--- src/rtl/eth_udp_pkg.sv ---
// Shared definitions for the UDP receive framer: FSM encoding and sizing defaults.
`timescale 1ns/1ps
package eth_udp_pkg;
  localparam int MAX_BYTES_DEF = 120;
  localparam int LEN_W_DEF     = 16;

  typedef enum logic [1:0] {
    ST_IDLE = 2'd0,
    ST_RECV = 2'd1,
    ST_HOLD = 2'd2,
    ST_SKIP = 2'd3
  } rx_state_t;
endpackage

--- src/rtl/sat_counter.sv ---
// Saturating up-counter; clr restarts it at 0 (or 1 when inc is also high), result registered.
// Sticks at all-ones; no flow control.
`timescale 1ns/1ps
module sat_counter
  import eth_udp_pkg::*;
#(
  parameter int LEN_W = LEN_W_DEF
) (
  input  logic             clk,
  input  logic             rst,
  input  logic             clr,
  input  logic             inc,
  output logic [LEN_W-1:0] count
);
  logic [LEN_W-1:0] base;

  assign base = clr ? '0 : count;

  always_ff @(posedge clk or posedge rst) begin
    if (rst) begin
      count <= '0;
    end else if (clr || inc) begin
      count <= (inc && (base != '1)) ? base + LEN_W'(1) : base;
    end
  end
endmodule

--- src/rtl/udp_rx_framer.sv ---
// Packs one UDP payload into a wide frame word held until frame_ack; frame_valid rises 2 cycles after the last byte.
// No input backpressure: packets arriving while a frame is held are discarded whole and counted in drop_cnt.
`timescale 1ns/1ps
module udp_rx_framer
  import eth_udp_pkg::*;
#(
  parameter int MAX_BYTES = MAX_BYTES_DEF,
  parameter int LEN_W     = LEN_W_DEF
) (
  input  logic                   rgmii_clk,
  input  logic                   rst,
  input  logic                   rx_valid,
  input  logic [7:0]             rx_data,
  input  logic [LEN_W-1:0]       rx_length,
  input  logic                   frame_ack,
  output logic                   frame_valid,
  output logic [MAX_BYTES*8-1:0] frame_data,
  output logic [LEN_W-1:0]       frame_bytes,
  output logic                   frame_trunc,
  output logic                   frame_len_err,
  output logic [LEN_W-1:0]       drop_cnt
);
  localparam int FW = MAX_BYTES * 8;

  rx_state_t        state, state_nxt;
  logic             prev_valid;
  logic [LEN_W-1:0] len_q;
  logic             start, take, drop_inc;

  always_ff @(posedge rgmii_clk or posedge rst) begin
    if (rst) state <= ST_IDLE;
    else     state <= state_nxt;
  end

  // prev_valid resets high so a packet still in flight at reset release is skipped, not framed.
  always_comb begin
    state_nxt = state;
    start     = 1'b0;
    take      = 1'b0;
    drop_inc  = 1'b0;
    case (state)
      ST_IDLE: begin
        if (rx_valid) begin
          if (prev_valid) begin
            state_nxt = ST_SKIP;
          end else begin
            state_nxt = ST_RECV;
            start     = 1'b1;
          end
        end
      end
      ST_RECV: begin
        if (rx_valid) take = 1'b1;
        else          state_nxt = ST_HOLD;
      end
      ST_HOLD: begin
        drop_inc = rx_valid && !prev_valid;
        if (frame_ack) state_nxt = rx_valid ? ST_SKIP : ST_IDLE;
      end
      ST_SKIP: begin
        if (!rx_valid) state_nxt = ST_IDLE;
      end
      default: state_nxt = ST_IDLE;
    endcase
  end

  always_ff @(posedge rgmii_clk or posedge rst) begin
    if (rst) begin
      prev_valid  <= 1'b1;
      len_q       <= '0;
      frame_trunc <= 1'b0;
      frame_data  <= '0;
    end else begin
      prev_valid <= rx_valid;
      if (start) begin
        frame_data            <= '0;
        frame_data[FW-1 -: 8] <= rx_data;
        len_q                 <= rx_length;
        frame_trunc           <= 1'b0;
      end else if (take) begin
        // frame_bytes is the index of the incoming byte; beyond capacity it only counts.
        if (frame_bytes >= LEN_W'(MAX_BYTES)) frame_trunc <= 1'b1;
        for (int i = 0; i < MAX_BYTES; i++) begin
          if (frame_bytes == LEN_W'(i)) frame_data[FW-1-8*i -: 8] <= rx_data;
        end
      end
    end
  end

  sat_counter #(.LEN_W(LEN_W)) u_byte_cnt (
    .clk   (rgmii_clk),
    .rst   (rst),
    .clr   (start),
    .inc   (start || take),
    .count (frame_bytes)
  );

  sat_counter #(.LEN_W(LEN_W)) u_drop_cnt (
    .clk   (rgmii_clk),
    .rst   (rst),
    .clr   (1'b0),
    .inc   (drop_inc),
    .count (drop_cnt)
  );

  assign frame_valid   = (state == ST_HOLD);
  assign frame_len_err = (frame_bytes != len_q);
endmodule

--- config.mk ---
export PLATFORM = sky130hd
export DESIGN_NAME = udp_rx_framer
export DESIGN_NICKNAME = d
export VERILOG_FILES = /design/src/rtl/eth_udp_pkg.sv /design/src/rtl/sat_counter.sv /design/src/rtl/udp_rx_framer.sv
export SDC_FILE = /design/constraint.sdc
export NUM_CORES = 2
export LEC_CHECK = 0
export BUFFER_PORTS_ARGS = -buffer_cell sky130_fd_sc_hd__buf_2
export CAP_MARGIN = 15
export CORE_AREA = 2 2 401 403
export DETAILED_ROUTE_END_ITERATION = 10
export DIE_AREA = 0 0 403 405
export GPL_TIMING_DRIVEN = 0
export HOLD_SLACK_MARGIN = 0.05
export PLACE_DENSITY = 0.43
export SLEW_MARGIN = 20
export SYNTH_ARGS = -nofsm -noshare
export SYNTH_HDL_FRONTEND = slang
export SYNTH_SLANG_ARGS = --single-unit
--- constraint.sdc ---
create_clock -name rgmii_clk -period 64 [get_ports rgmii_clk]
set_input_delay 16 -clock rgmii_clk [delete_from_list [all_inputs] [get_ports rgmii_clk]]
set_output_delay 16 -clock rgmii_clk [all_outputs]
set_load 0.03 [all_outputs]
[Word level (Yosys, flattened, before mapping)]
Cells that the tools add are included.
Word-level totals
  output and inout port bits: 995
  bits of input ports: 28
  register bits: 1012
  word-level logic and storage cells: 651
Operators by class
  equality and inequality tests: 129
  add/sub/neg operators: 2
  reduce and logical (&&, ||, !) cells: 253
  multiplexer cells: 140
  magnitude comparators: 1
Operator list (number)
  $mux W960: 2
  $mux W8: 120
  $eq A16 B7 Y1 const B: 56
  $eq A16 B6 Y1 const B: 32
  $eq A16 B5 Y1 const B: 16
  $reduce_and A2 Y1: 122
  $reduce_bool A2 Y1: 122
  $eq A16 B4 Y1 const B: 8
  $eq A16 B3 Y1 const B: 4
  $add A16 B1 Y16 const B: 2
  $eq A16 B2 Y1 const B: 2
  $mux W16: 2
  $ne A16 B16 Y1 const B: 2
  $eq A16 B1 Y1 const B: 1
  $ge A16 B7 Y1 const B: 1
  $logic_not A16 Y1: 1
  $ne A16 B16 Y1: 1
  $mux W2: 6
  $mux W1: 9
  $ne A2 B2 Y1 const B: 4
  $pmux W2 S4: 1
  $eq A2 B2 Y1 const B: 2
  $reduce_and A4 Y1: 1
  $logic_and A1 B1 Y1: 3
  4 further kinds: 5

[Longest topological paths before layout]
  depth in word-level cells: 7
  gate-level depth with buffers: 14
  depth with buffers taken out: 8

[By module]
From an unflattened synthesis, not the netlist that was laid out.
Second synthesis, totals
  cell total of the unflattened synthesis: 3644
  area total of the unflattened synthesis: 43172.7 µm²
By module, submodules not included
  udp_rx_framer: times used 1, area each 41433.5 µm², seq. area each 24524.8 µm², cells each 3464
  sat_counter: times used 2, area each 869.6 µm², seq. area each 400.4 µm², cells each 90

[Worst setup path after synthesis]
OpenSTA, ideal clock, no wires.
  path type: input-to-reg
  start point: input port rx_valid
  end point: register u_byte_cnt.count[10]
  data arrival time: 18.813 ns
  path slack: 45.055 ns
  stages: 14
  data required time: 63.868 ns
  library setup time: 0.132 ns
  cells stage by stage: or4b_1 > clkbuf_1 > buf_2 > buf_2 > clkbuf_1 > clkbuf_1 > and2_1 > ha_1 > and4_1 > and4b_4 > buf_6 > a2111oi_2 > xnor2_1 > nor2_1
On the way
  longest elaborated chain between the ends: 6
  elaborated cells on any way between the ends: 11
Ends and longest elaborated chain
  start, declared: RTL line udp_rx_framer.sv:12  | input logic rx_valid,
  parallel branches: the longest is 6 deep, another holds $add A16 B1 Y16
  end signal, assigned: RTL line sat_counter.sv:23  | count <= (inc && (base != '1)) ? base + LEN_W'(1) : base;
  end, declared: RTL line sat_counter.sv:13  | output logic [LEN_W-1:0] count
Several ways; the timed one is not identified.
A chain may end at the register's enable or synchronous reset.

[Worst setup path in the final report]
  start point: input port rx_valid
  end point: register u_byte_cnt.count[15]
Same word-level chain as after synthesis.

==> results.md <==
- Status: finished clean
- 1st-iter DRT viols: 2,928
- Yosys warns: 0
- RSZ-0062 raised after global routing: no
- Crit path kind: in2reg
- Fin crit share: 0.309
- Global routing usage on met3: 0.0674
- Met2 usage: 0.408
- Top_reg_cell synth: dfrtp_1
- Post-layout minimum cycle time: between 15,000 and 20,000 ps
- Largest net degree at the start of global routing: 97
- CP Capture Type: register
- Number of setup violations in the final report: 0
- Post-route DRC: 0
- Startpoint class of the critical path: primary input
- Max stage delay cell, worst path: clkbuf_1
- Post-Syn Area: 0.0417 mm^2
- Initial Util: 0.262
- CTS tree: built
- Avg Vias per Cell: 4.77
- Count of final hold-check violations: 0
- Worst path cell trace: buf_2 > or4b_1 > clkbuf_1 > buf_2 > buf_2 > clkbuf_1 > clkbuf_1 > and2_1 > ha_1 > and4_1 > and4b_4 > a21oi_1 > a31o_2 > a21oi_1
- Finished Cell Area: 0.0543 mm^2
- R2R setup slack: 59,120 ps
- Post CTS Setup Buffer Count: 0
- Placed cell count: 7,625
- Crit path DAT: 20,420 ps
- Worst-case vdd ir drop: 0.0220 mV
- Async SR Flop Fraction: 1.00
- Slew HR: 0.204
- Num rows: 147
- Internal power: 1.15 mW
- Clock transition at path regs: ~60 ps
- Gate power share: 0.159
- Clk_skew: 35.5 ps
- Hold Path Class: reg2reg
- Share of the synthesized area in the top cell type: 0.607
- Worst slew pin tran: 1190 ps
- Hold_buf cts: 0
- Leak pwr: 26.6 nW
- MaxCap Viol Count: 0
- Sw Share: 0.317
- Final wirelength: 206,000 um
- Power Total: ~1.7 mW
- Number of routed nets with antenna violations: 0
- Final worst slack: approximately 44,000 ps
- Via Count: 37,400
- Synth top area cells: dfrtp_1, nand2_1, o21ai_0
- Chip height: 405 um
- Post-DP HPWL: 155,000 um
- H-tree Lvls: 3
- Net switching power: 0.533 mW
- Clock power share: 0.432
- CTS Buf Count: 119
- Initial antenna violation count: 21
- Cell variety after synth: 54
- Grt met1 use: 0.309
- Global-route wire length before repair: 289,000 um
- Clock root buffer master: clkbuf_16
- Area after DPL: roughly 0.05 mm^2
- Nets@finish: 5,690
- Post-Syn Nets: 4,521
- Top Ports: 1,023
- Final std cells w/o fill: roughly 7,800
- Sequential fraction of the synthesis area: 0.607
- Clk_lat worst skew: approximately 750 ps
- Post-Syn Instances: approximately 4,500
- Worst hold slack: 496 ps
- Input/output buffers: between 1,000 and 1,500
- Fill cells: roughly 17,000
- Yosys reg bits: 1,012
- Buffer depth of the longest clock path: 3
- EDFF count, synth: 0
- GRT Resource Usage Total: 0.246
- Core Footprint: ~0.16 mm^2
- Die area: 0.163 mm^2
- Worst Path Max Fanout: 10
- Cell Pwr Density: a little over 30 mW/mm^2
- Top delay family on crit path: buffers and inverters
- RePlAce Congestion: about 0.87
- Buf/Inv on CP: 6
- Util after Layout: 0.341
- Top Usage Layer GRT: met2
- CP peak stage delay: 620 ps
- Share of cells above drive strength 1: 0.257
- Yosys top cell by area: dfrtp_1
- Setup TNS: 0 ps
- Clock sinks: roughly 1,000
- 1st-pass router iterations: 6
- Mean Syn Cell Area: between 9 and 10 um^2
- Post-CTS Resized: 0
- Achievable Freq: around 51 MHz
- Pre-CTS WS: around 43,000 ps
- Die span in x: 403 um
- Area growth from synthesis to layout: 30.3%
- Sequential Power Share: 0.410
- Wirelength per Cell: 26.2 um
- Max-slew violations: 0
- Grt total ovfl: 0
- Vias in the first global route: 36,500
- Worst Path Required: 64,640 ps
-- cell usage in the layout (no fill, tap or decap), drive strengths merged, types with 6 or more instances in the layout --
cell type  count
mux2          10
clkbuf       422
nand3         59
a21oi         10
inv           14
and3           7
nor2b          8
diode          6
nand2       1713
nor3         110
clkinv        22
mux2i        112
o21ai        837
and4           6
nor2         100
nand4         22
dfrtp       1011
xnor2         15
and2          14
buf         1159
bufinv        12
nor4          14
xor2          21
a31o          10
-- state kept, by name (all words and copies together) (netlist names) --
| register | count |
|---|---|
| frame_data | 960 |
| len_q | 16 |
| u_byte_cnt.count | 16 |
| u_drop_cnt.count | 16 |
| state | 2 |
| frame_trunc | 1 |
| prev_valid | 1 |
-- power groups by stage --
stage,Clock [mW],Combinational [mW],Sequential [mW]
finish,0.726,0.267,0.689
global route,0.769,0.283,0.693
CTS,0.744,0.273,0.689
detailed placement,0,0.273,0.700
global placement,0,0.267,0.701
floorplan,0,0.0845,0.753
-- logic make-up after synthesis --
logic type / Yosys count / synth area share
fa+ha+maj: 2 / 0.000600
xor+xnor: 36 / 0.00756
simple gates: 2074 / 0.210
compound gates: 872 / 0.108
buf+inv: 373 / 0.0372
mux: 122 / 0.0296
flops: 1012 / 0.607
-- area by class of cell --
| type | instances | area [um^2] | area share |
|---|---|---|---|
| antenna | 6 | 15.0 | 0.000276 |
| buffer | 365 | 1540 | 0.0283 |
| clock buffer | 168 | 3490 | 0.0643 |
| clock inverter | 45 | 664 | 0.0122 |
| inverter | 8 | 37.5 | 0.000691 |
| multi-input combinational | 3106 | 14900 | 0.274 |
| sequential | 1012 | 25300 | 0.466 |
| tap | 2086 | 2610 | 0.0480 |
| timing repair buffer | 1048 | 5760 | 0.106 |
-- per-layer routing --
metal  wire length [um]  vias to the layer above
met2              98800                     1288
met3              15300                      295
met1              84200                    18800
met5                112                        -
met4               7260                       18
li1                   -                    17100
-- synth_stat cells, types with 8 or more instances --
library cell / n
nand3_1: 57
nor3_4: 9
nand4_1: 22
nor3_2: 56
nor3_1: 45
mux2_2: 10
a31o_2: 10
and2_1: 13
dfrtp_1: 1011
clkbuf_1: 254
nor2b_1: 8
nand2_1: 1713
xor2_1: 21
a21oi_1: 10
inv_1: 8
nor2_1: 98
o21ai_1: 45
mux2i_1: 112
xnor2_1: 15
o21ai_0: 792
buf_2: 106
-- worst register-to-register path, stage by stage (launching register included) --
cell and delay, ps:
dfstp_2 560, or4b_1 110, clkbuf_1 370, buf_2 580, buf_2 400, clkbuf_1 460, clkbuf_1 620, and2_1 230
ha_1 280, and4_1 230, and4b_4 280, a21oi_1 210, a31o_2 330, a21oi_1 110
-- worst paths after layout --
kind                             from                   end  cells past startpoint
setup / recovery             rx_valid  u_byte_cnt.count[15]                     14
hold / removal               len_q[2]              len_q[2]                      2
setup reg to reg           prev_valid  u_byte_cnt.count[15]                     13
hold reg to reg              len_q[2]              len_q[2]                      2
max in group asynchronous         rst       frame_data[610]                      8
min in group asynchronous         rst       frame_data[131]                      2
Power figures use the tool's default switching activity.
